==> src/rtl/crc4_encoder.sv <==
// crc4_encoder
//   Builds an 8-bit CRC-4 codeword {data, crc} from a 4-bit nibble. The
//   remainder is computed bit-serially, MSB first, over four cycles using the
//   generator x^4 + POLY (default x^4+x+1). An optional inject_err flag
//   inverts the codeword LSB so the downstream checker's reject path can be
//   exercised.
//
// Ports
//   clk         rising-edge clock
//   rst         synchronous, active-high reset
//   in_valid    in_data is valid
//   in_ready    nibble can be accepted (IDLE only)
//   in_data     nibble to encode
//   inject_err  captured with in_data; flips out_data[0] of that codeword
//   out_valid   out_data holds a codeword
//   out_ready   downstream accepts out_data
//   out_data    codeword {data[3:0], crc[3:0]}
//   busy        block is not IDLE
//   cw_count    codewords delivered, wraps modulo 2^CNT_W
//
// state | meaning
// IDLE  | waiting for a nibble, in_ready high
// SHIFT | one data bit folded into crc per cycle, four cycles
// HOLD  | codeword presented, waiting for out_ready
module crc4_encoder #(
  parameter logic [3:0] POLY  = 4'b0011,
  parameter int         CNT_W = 16
) (
  input  logic             clk,
  input  logic             rst,
  input  logic             in_valid,
  output logic             in_ready,
  input  logic [3:0]       in_data,
  input  logic             inject_err,
  output logic             out_valid,
  input  logic             out_ready,
  output logic [7:0]       out_data,
  output logic             busy,
  output logic [CNT_W-1:0] cw_count
);

  typedef enum logic [1:0] {
    IDLE  = 2'd0,
    SHIFT = 2'd1,
    HOLD  = 2'd2
  } state_t;

  state_t     state, state_nx;
  logic [3:0] data_q;
  logic [3:0] crc_q;
  logic [1:0] cnt_q;
  logic       inject_q;

  logic [1:0] bit_sel;
  logic       d_bit;
  logic       fb;
  logic [3:0] crc_next;

  // MSB-first: cnt 0 selects data[3], cnt 3 selects data[0]
  assign bit_sel  = 2'd3 - cnt_q;
  assign d_bit    = data_q[bit_sel];
  assign fb       = crc_q[3] ^ d_bit;
  assign crc_next = {crc_q[2:0], 1'b0} ^ (fb ? POLY : 4'b0000);

  // state register
  always_ff @(posedge clk) begin
    if (rst) state <= IDLE;
    else     state <= state_nx;
  end

  // next-state logic
  always_comb begin
    state_nx = state;
    case (state)
      IDLE:    if (in_valid)      state_nx = SHIFT;
      SHIFT:   if (cnt_q == 2'd3) state_nx = HOLD;
      HOLD:    if (out_ready)     state_nx = IDLE;
      default:                    state_nx = IDLE;
    endcase
  end

  // state-decoded outputs
  always_comb begin
    in_ready = (state == IDLE);
    busy     = (state != IDLE);
  end

  // datapath
  always_ff @(posedge clk) begin
    if (rst) begin
      data_q    <= 4'h0;
      inject_q  <= 1'b0;
      crc_q     <= 4'h0;
      cnt_q     <= 2'd0;
      out_valid <= 1'b0;
      out_data  <= 8'h00;
      cw_count  <= '0;
    end else begin
      case (state)
        IDLE: begin
          if (in_valid) begin
            data_q   <= in_data;
            inject_q <= inject_err;
            crc_q    <= 4'h0;
            cnt_q    <= 2'd0;
          end
        end
        SHIFT: begin
          crc_q <= crc_next;
          cnt_q <= cnt_q + 2'd1;
          if (cnt_q == 2'd3) begin
            // crc_next already holds the final remainder on this edge
            out_data  <= {data_q, crc_next ^ {3'b000, inject_q}};
            out_valid <= 1'b1;
          end
        end
        HOLD: begin
          if (out_ready) begin
            out_valid <= 1'b0;
            cw_count  <= cw_count + CNT_W'(1);
          end
        end
        default: ;
      endcase
    end
  end

endmodule

==> config.mk <==
export PLATFORM = sky130hd
export DESIGN_NAME = crc4_encoder
export DESIGN_NICKNAME = d
export VERILOG_FILES = /design/src/rtl/crc4_encoder.sv
export SDC_FILE = /design/constraint.sdc
export NUM_CORES = 1
export LEC_CHECK = 0
export BUFFER_PORTS_ARGS = -buffer_cell sky130_fd_sc_hd__clkbuf_2
export CORE_ASPECT_RATIO = 1.2
export CORE_MARGIN = 5
export CORE_UTILIZATION = 45
export DETAILED_ROUTE_END_ITERATION = 8
export MAX_ROUTING_LAYER = met4
export PLACE_DENSITY = 0.71
export SYNTH_ARGS = -nofsm -noshare
export SYNTH_HDL_FRONTEND = slang
export SYNTH_SLANG_ARGS = --single-unit
export TNS_END_PERCENT = 100
==> constraint.sdc <==
create_clock -name clk -period 3.6 [get_ports clk]
set_input_delay 1.08 -clock clk [delete_from_list [all_inputs] [get_ports clk]]
set_output_delay 1.08 -clock clk [all_outputs]
set_load 0.01 [all_outputs]
# ---- After elaboration in Yosys (flattened, before gate mapping)
# Cells that the tools add are included.
dict set report op_classes {
  n_addsub 3
  n_lt_le_gt_ge 1
  eq_ne 6
  mux 14
  bitwise 3
  n_reduce_logical 10
}
# op n
set ops {}
lappend ops {{16-bit by 1-bit adder with 16-bit output (second input constant)} 1}
lappend ops {{2-bit two-way mux} 5}
lappend ops {{4-bit case mux with 2 select lines} 1}
lappend ops {{2-bit AND reduction} 4}
lappend ops {{2-bit inequality test (second input constant)} 3}
lappend ops {{2-bit case mux with 3 select lines} 1}
lappend ops {{3-bit AND reduction} 2}
lappend ops {{2-bit nonzero test} 3}
lappend ops {{2-bit equality test (second input constant)} 2}
lappend ops {{4-bit two-way mux} 1}
lappend ops {{2-bit case mux with 2 select lines} 1}
lappend ops {{4-bit by 1-bit XOR with 4-bit output} 1}
lappend ops {{4-bit by 2-bit XOR with 4-bit output} 1}
lappend ops {{2-bit by 3-bit < comparator with 1-bit output (second input constant)} 1}
lappend ops {{1-bit two-way mux} 3}
lappend ops {{2-bit by 1-bit adder with 2-bit output (second input constant)} 1}
lappend ops {{1-bit binary-select mux with 2-bit select} 1}
lappend ops {{2-bit by 1-bit equality test with 1-bit output (second input constant)} 1}
lappend ops {{2-bit zero test} 1}
lappend ops {{1-bit case mux with 2 select lines} 1}
lappend ops {{2-bit subtractor (first input constant)} 1}
lappend ops {{1-bit XOR} 1}
dict set report totals {
  ff_bits 38
  input_bits 9
  output_inout_bits 27
  elab_cells 45
}

# ---- Depth between registers and ports, before layout
# Gate-level depths: netlist (run 1).
dict set report logic_depth {
  depth_word 7
  mapped_depth 7
  depth_no_buf 5
}

# ---- Worst setup path before layout (run 1)
# No wires, ideal clock.
dict set report synth_timing {
  path_kind {in2reg}
  startpoint {in out_ready}
  endpoint {reg cw_count[15]}
  setup_ps 70
  t_arrival_ps 2140
  required_time_ps 3530
  slack_ps 1389
  path_stages 5
  n_path_buf 1
  path_cell_list {nand3b_4 > or2_1 > buf_6 > or4_1 > a21oi_1}
}
dict set report synth_via {
  elab_chain_cells 1
}
# item line_no
set synth_lines {}
lappend synth_lines {{start: declaration} 36} ;# input logic out_ready,
lappend synth_lines {{2-bit AND reduction (no line)} -}
lappend synth_lines {{end signal: assignment} 120} ;# cw_count <= cw_count + CNT_W'(1);
lappend synth_lines {{end: declaration} 39} ;# output logic [CNT_W-1:0] cw_count
# Every way passes these cells.
# A chain may end at the register's enable or synchronous reset.

# ---- Worst setup path after layout (run 1)
dict set report layout_timing {
  startpoint {reg state[1]}
  endpoint {out in_ready}
}
dict set report layout_via {
  elab_chain_cells 1
}
# item line_no
set layout_lines {}
lappend layout_lines {{start: declaration} 48} ;# state_t state, state_nx;
lappend layout_lines {{start signal: assignment} 68} ;# else state <= state_nx;
lappend layout_lines {{2-bit zero test} 84} ;# in_ready = (state == IDLE);
lappend layout_lines {{end: declaration} 32} ;# output logic in_ready,
# Every way passes these cells.

==> impl_metrics.tcl, run 1 <==
set metrics [dict create \
    cp_slowest_cell "nor2_1" \
    cp.buffers_inverters 1 \
    ant_nets 0 \
    crit_chain "nor2_1 -> clkbuf_2" \
    drv_cap 0 \
    fin_util 0.527 \
    cp_data_arrival_time_ps 1350 \
    maxSlewViolCount 0 \
    grt_max_degree 40 \
    start_util 0.459 \
    cp-start-kind "register" \
    cts_buffer_depth 2 \
    clock.fmax_mhz 412 \
    io_buffers 35 \
    final.period_utilization 0.675 \
    cp_max_fo 9 \
    mostFrequentLayoutCells "dfxtp_1, clkbuf_2, nand2_1" \
    status "complete, no violations" \
    wl_met1_um 1430 \
    grt_pass1_wl_um 5490 \
    insertion_delay_ps 280 \
    route.met2.wl_um 1650 \
    row_count 24 \
    ys.flop_type "dfxtp_1" \
    grt_usage 0.144 \
    wl_per_cell_um 12.8 \
    cts_resized 0 \
    synth_fp_nets 203 \
    hpwl_um 2400 \
    numPlacedInstances 254 \
    ys_seq_area_frac 0.464 \
    htreeDepth 2 \
    worst_pin_slew_ps 766 \
    ir_drop_mv 0.223 \
    antenna_cells 0 \
    avgViaCountPerCell 5.33 \
    synth_top_area_frac 0.464 \
    power.total_w 0.000751 \
    clock_sinks 38 \
    area_growth_pct 14.8 \
    cts_hold_buf 0 \
    yosysWarnings 0 \
    hp-class "register to register" \
    ios 36 \
    synth_edf_count 0 \
    drive_above_1_share 0.208 \
    cp_top_family "simple AND/OR/NAND/NOR gates" \
    power_density_mw_per_mm2 399 \
    postSynth.asyncResetShare 0 \
    root_buffer "clkbuf_8" \
    synth_cells 192 \
    fin_nets 233 \
    synthDistinctLibCells 34 \
    drtPass1Iterations 4 \
    die_y_um 76.1 \
    finClkSkew_ps 5.80 \
    slew-limit-headroom 0.490 \
    max_stage_delay_ps 440 \
    antenna_found_initial 0 \
    hold_ws_ps 454 \
    grt_overflow_total 0 \
    synth_top_cell_by_area "dfxtp_1" \
    path_clk_slew_ps 70 \
    setup_tns_ps 0 \
    core_area_mm2 0.00357 \
    grt_pass1_vias 1218 \
    final-hold-violation-count 0 \
    power_leakage_nw 0.751 \
    fin_crit_ps 2430 \
    final_cell_count_no_fill 260 \
    critical_path.endpoint_type "output pin" \
    post_cts_buffers 0 \
    setup_violations 0 \
    path_class "register to output pin" \
    rsz0062_at_grt "false" \
    cts_buffers 5 \
    layout_commonest_cell "dfxtp_1" \
    required_ps 2520 \
    gp_congestion 0.732 \
    route.detailed.drc 0 \
    drt-total-wl_um 3320 \
    synth_area_mm2 0.00164 \
    die-width_um 65.1 \
    dr_wl_met3_um 193 \
    synth.area.top_cells "dfxtp_1, nand2_1, a21oi_1" \
    post_synth.cell_area_avg_um2 8.54 \
    routed.top_layer "met4" \
    vias 1386 \
    drt_iter0_markers 74 \
    die_area_mm2 0.00495 \
    cts_tree "yes" \
    ys_seq_elements 38 \
]
## sequential cells by signal, summed over array words and instances, names as in the netlist
| name | count |
|---|---|
| cw_count | 16 |
| state | 2 |
| out_valid | 1 |
| out_data | 8 |
| crc_q | 4 |
| data_q | 4 |
| cnt_q | 2 |
| inject_q | 1 |
## Yosys cell counts (all sizes together) (3+ instances only)
cell	n
dfxtp	38
nand2	33
a21oi	23
nor2	16
nand3	11
buf	7
o21ai	7
xnor2	7
or3	6
xor2	6
clkbuf	5
a22oi	4
nand4	4
nor3	3
## metrics by stage
stage / setup WS [ps] / cell area, um^2
after floorplan: 1390 / 1640
after global placement: 1220 / 1800
after detailed placement: 1180 / 1800
after CTS: 1170 / 1880
after global routing: 1050 / 1880
final: 1170 / 1880
## worst reg2reg max path, cell delays in order (launching register included)
cell     delay, ps
dfxtp_1        470
nand4_2        160
or3_1          470
or4_1          490
a21oi_1        140
## layer usage
metal,vias to the layer above,track usage
li1,711,-
met1,634,0.158
met2,36,0.236
met3,5,0.0516
met4,0,0.0539
met5,-,-
## power by group
group          leakage [nW]  switching, W  internal (W)
combinational         0.401     0.0000234     0.0000158
sequential            0.307    0.00000644      0.000427
clock                0.0431      0.000132      0.000147
## cell families after synthesis
logic type / Yosys count / share of synthesized area
compound gates: 36 / 0.119
buf+inv: 14 / 0.0435
mux: 3 / 0.0260
flops: 38 / 0.464
xor+xnor: 13 / 0.0695
simple gates: 86 / 0.263
fa+ha+maj: 2 / 0.0153
## path summary, 6_finish.rpt
| kind | end | slack [ps] | start | depth (start not counted) |
|---|---|---|---|---|
| hold / removal | out_data[0] | 450 | out_data[0] | 2 |
| hold reg to reg | out_data[0] | 450 | out_data[0] | 2 |
| setup reg to reg | cw_count[15] | 1790 | cw_count[3] | 4 |
| setup / recovery | in_ready | 1170 | state[1] | 2 |
## layout make-up
class,count,area (um^2)
clock buffers,6,82.6
fillers,358,1690
inverters,2,7.51
multi-input cells,140,807
flip-flops and latches,38,761
well taps,39,48.8
repair buffers,35,175
Note: power is estimated with default switching activity, not from simulation.
==> run 2, diff against run 1 <==
Clock period 3.6 ns to 2.4 ns, I/O delays scaled along.
==> impl_metrics.tcl, run 2 (same netlist as run 1, synthesis figures left out) <==
set metrics [dict create \
    drt_iter0_markers 83 \
    clock.fmax_mhz 486 \
    hp-class "register to register" \
    drt-total-wl_um 3400 \
    avgViaCountPerCell 5.37 \
    fin_util 0.531 \
    power_density_mw_per_mm2 596 \
    path_class "register to output pin" \
    crit_start "state[1]" \
    hold_ws_ps 455 \
    slew-limit-headroom 0.640 \
    r2r_start "cw_count[3]" \
    path_clk_slew_ps 70 \
    area_growth_pct 15.7 \
    cts_hold_buf 0 \
    ff2ff_path_depth 4 \
    wl_per_cell_um 13.0 \
    drtPass1Iterations 4 \
    setup_violations 0 \
    layout_commonest_cell "dfxtp_1" \
    grt_max_degree 26 \
    route.detailed.drc 0 \
    power.total_w 0.00113 \
    status "complete, no violations" \
    ios 36 \
    grt_pass1_vias 1335 \
    grt_overflow_total 0 \
    io_buffers 35 \
    final.period_utilization 0.857 \
    final-hold-violation-count 0 \
    core_area_mm2 0.00357 \
    largest_register "cw_count" \
    fin_nets 235 \
    required_ps 1680 \
    finClkSkew_ps 3.90 \
    hold_depth 2 \
    critical_path.endpoint "in_ready" \
    min_from "out_data[1]" \
    die-width_um 65.1 \
    clock_sinks 38 \
    gp_congestion 0.806 \
    largest_reg_flops 16 \
    vias 1406 \
    cp-start-kind "register" \
    htreeDepth 2 \
    power_leakage_nw 0.761 \
    antenna_found_initial 0 \
    setup_tns_ps 0 \
    top_regs "cw_count x16, out_data x8" \
    grt_usage 0.147 \
    die_y_um 76.1 \
    row_count 24 \
    cp_data_arrival_time_ps 1340 \
    ant_nets 0 \
    fin_crit_ps 2060 \
    maxSlewViolCount 0 \
    cts_tree "yes" \
    drv_cap 0 \
    placed_cell_area_mm2 0.00181 \
    die_area_mm2 0.00495 \
    insertion_delay_ps 280 \
    cts_buffer_depth 2 \
    final_area_mm2 0.00190 \
    rsz0062_at_grt "false" \
    ir_drop_mv 0.406 \
    mostFrequentLayoutCells "dfxtp_1, clkbuf_2, nand2_1" \
    cts_resized 0 \
    drive_above_1_share 0.215 \
    cts_buffers 5 \
    antenna_cells 0 \
    critical_path.endpoint_type "output pin" \
    root_buffer "clkbuf_8" \
    timing.rr.end "cw_count[15]" \
    start_util 0.459 \
    r2r_slack_ps 600 \
    grt_pass1_wl_um 5680 \
    worst_pin_slew_ps 538 \
    cp_max_fo 9 \
    hpwl_um 2430 \
    post_cts_buffers 0 \
]
[run 2: cell types whose count changed in the layout (fill, tap and decap cells not counted), sizes merged]
cell	previous run	this run
buf	0	2
[run 2: worst min-delay path by stage]
stage	to
2_1_floorplan	out_data[5]
3_3_place_gp	out_data[0]
3_5_place_dp	out_data[5]
4_1_cts	out_data[1]
5_1_grt	out_data[7]
6_report	out_data[1]
[run 2: area by class of cell]
class                           count  area, um^2
Clock buffer                        6        82.6
Fill cell                         348        1680
Inverter                            2        7.51
Multi-Input combinational cell    140         807
Sequential cell                    38         761
Tap cell                           39        48.8
Timing Repair Buffer               37         190
[run 2: worst max-delay path: stages (launching register included)]
cell and delay [ps]:
dfxtp_1 400, nor2_1 430, clkbuf_2 220
[run 2: power by group]
group	leakage (nW)	switching, W	internal, W	total [W]
Combinational	0.411	0.0000354	0.0000248	0.0000602
Clock	0.0431	0.000201	0.000221	0.000422
Sequential	0.307	0.00000927	0.000640	0.000649
Total	0.761	0.000245	0.000886	0.00113
[run 2: through the flow]
| stage | cells | setup WS (ps) |
|---|---|---|
| after floorplan | 192 | 549 |
| after global placement | 256 | 392 |
| after global routing | 262 | 201 |
| after CTS | 262 | 317 |
| after detailed placement | 256 | 372 |
| final | 262 | 343 |
[run 2: metal layers]
metal  GRT usage  share of wire  vias to the layer above
met5           -              0                        -
met4      0.0622          0.019                        0
met3      0.0472          0.053                        7
met2       0.251           0.51                       30
met1       0.153           0.42                      656
li1            -              -                      713
==> run 3, diff against run 2 <==
Settings changed: CORE_UTILIZATION 45 to 53, CTS_BUF_LIST set to sky130_fd_sc_hd__clkbuf_8 sky130_fd_sc_hd__clkbuf_16, PLACE_DENSITY 0.71 to 0.81.
==> impl_metrics.tcl, run 3 (same netlist as run 1, synthesis figures left out) <==
set metrics [dict create \
    antenna_found_initial 0 \
    cts_hold_buf 0 \
    hpwl_um 2360 \
    start_util 0.541 \
    p_seq_frac 0.563 \
    hold_ws_ps 456 \
    area_growth_pct 16.0 \
    fin_util 0.628 \
    max_stage_delay_ps 410 \
    drt_iter0_markers 47 \
    finClkSkew_ps 3.45 \
    internal_power_w 0.000892 \
    status "complete, no violations" \
    layout_commonest_cell "dfxtp_1" \
    drive_above_1_share 0.218 \
    required_ps 1680 \
    pwr-share-comb 0.052 \
    top_regs "cw_count x16, out_data x8" \
    cts_tree "yes" \
    cp_top_family "simple AND/OR/NAND/NOR gates" \
    core_area_mm2 0.00303 \
    largest_register "cw_count" \
    critical_path.endpoint_type "output pin" \
    cts_buffers 5 \
    post_cts_buffers 0 \
    avgViaCountPerCell 5.39 \
    power_density_mw_per_mm2 605 \
    final.period_utilization 0.848 \
    antenna_cells 0 \
    clock_sinks 38 \
    place_worst_setup_slack_ps 334 \
    wl_per_cell_um 12.4 \
    fin_nets 235 \
    grt_max_degree 39 \
    htreeDepth 2 \
    path_clk_slew_ps 70 \
    cp_slowest_cell "nor2_1" \
    cts_resized 0 \
    drv_cap 0 \
    swShare 0.225 \
    grt_pass1_wl_um 5760 \
    clock.fmax_mhz 491 \
    die-width_um 60.8 \
    mostFrequentLayoutCells "dfxtp_1, clkbuf_2, nand2_1" \
    final-hold-violation-count 0 \
    gp_congestion 0.779 \
    power.switching_w 0.000259 \
    hp-class "register to register" \
    insertion_delay_ps 280 \
    io_buffers 35 \
    ios 36 \
    cp_data_arrival_time_ps 1320 \
    die_y_um 70.9 \
    p_clk_frac 0.385 \
    power.total_w 0.00115 \
    power_leakage_nw 0.771 \
    route.detailed.drc 0 \
    root_buffer "clkbuf_8" \
    largest_reg_flops 16 \
    drtPass1Iterations 4 \
    cp.buffers_inverters 1 \
    cp-start-kind "register" \
    timing.final.ws_setup_ps 364 \
    setup_violations 0 \
    worst_pin_slew_ps 498 \
    ant_nets 0 \
    grt_usage 0.175 \
    cp_max_fo 9 \
    slew-limit-headroom 0.668 \
    cts_buffer_depth 2 \
    grt_overflow_total 0 \
    ir_drop_mv 0.635 \
    crit_chain "nor2_1 -> clkbuf_2" \
    rsz0062_at_grt "false" \
    setup_tns_ps 0 \
    grt_pass1_vias 1377 \
    vias 1408 \
    die_area_mm2 0.00431 \
    path_class "register to output pin" \
    row_count 22 \
    maxSlewViolCount 0 \
    drt-total-wl_um 3240 \
    fin_crit_ps 2040 \
]
==> run 3: changes by cell type in the layout (fill, tap and decap cells not counted) <==
cell      change
clkinv_2      +1
inv_1         +1
==> run 3: worst register-to-register path: stages, from the launching register on <==
cell and delay [ps]:
dfxtp_1 440, nand4_2 160, or3_1 490, or4_1 490, a21oi_1 150
==> run 3: cell type report <==
class | instances | area [um^2]
inverters | 2 | 7.51
clock buffers | 6 | 82.6
multi-input cells | 140 | 807
flip-flops and latches | 38 | 761
clock inverters | 2 | 8.76
well taps | 36 | 45.0
fillers | 303 | 1130
repair buffers | 37 | 190
==> run 3: final timing paths <==
kind / from / end / slack [ps] / depth (start not counted)
setup reg to reg: cw_count[4] / cw_count[15] / 610 / 4
hold reg to reg: out_data[3] / out_data[3] / 460 / 2
setup / recovery: state[1] / in_ready / 360 / 2
hold / removal: out_data[3] / out_data[3] / 460 / 2
==> run 3: metrics by stage <==
stage,instances,cell area [um^2]
global placement,253,1810
finish,261,1900
floorplan,192,1640
CTS,261,1900
global route,261,1900
detailed placement,253,1810
==> run 3: routing by layer <==
| metal | track usage | vias to the layer above | wire length [um] |
|---|---|---|---|
| li1 | - | 725 | - |
| met1 | 0.211 | 646 | 1410 |
| met2 | 0.289 | 35 | 1620 |
| met3 | 0.0383 | 2 | 194 |
| met4 | 0.0506 | 0 | 19 |
| met5 | - | - | 0 |
==> run 3: power groups by stage <==
stage          Sequential (W)  Clock (W)  Combinational, W
3_5_place_dp         0.000663          0         0.0000607
6_report             0.000648   0.000443         0.0000599
3_3_place_gp         0.000663          0         0.0000599
2_1_floorplan        0.000659          0         0.0000479
4_1_cts              0.000648   0.000457         0.0000609
5_1_grt              0.000650   0.000488         0.0000687
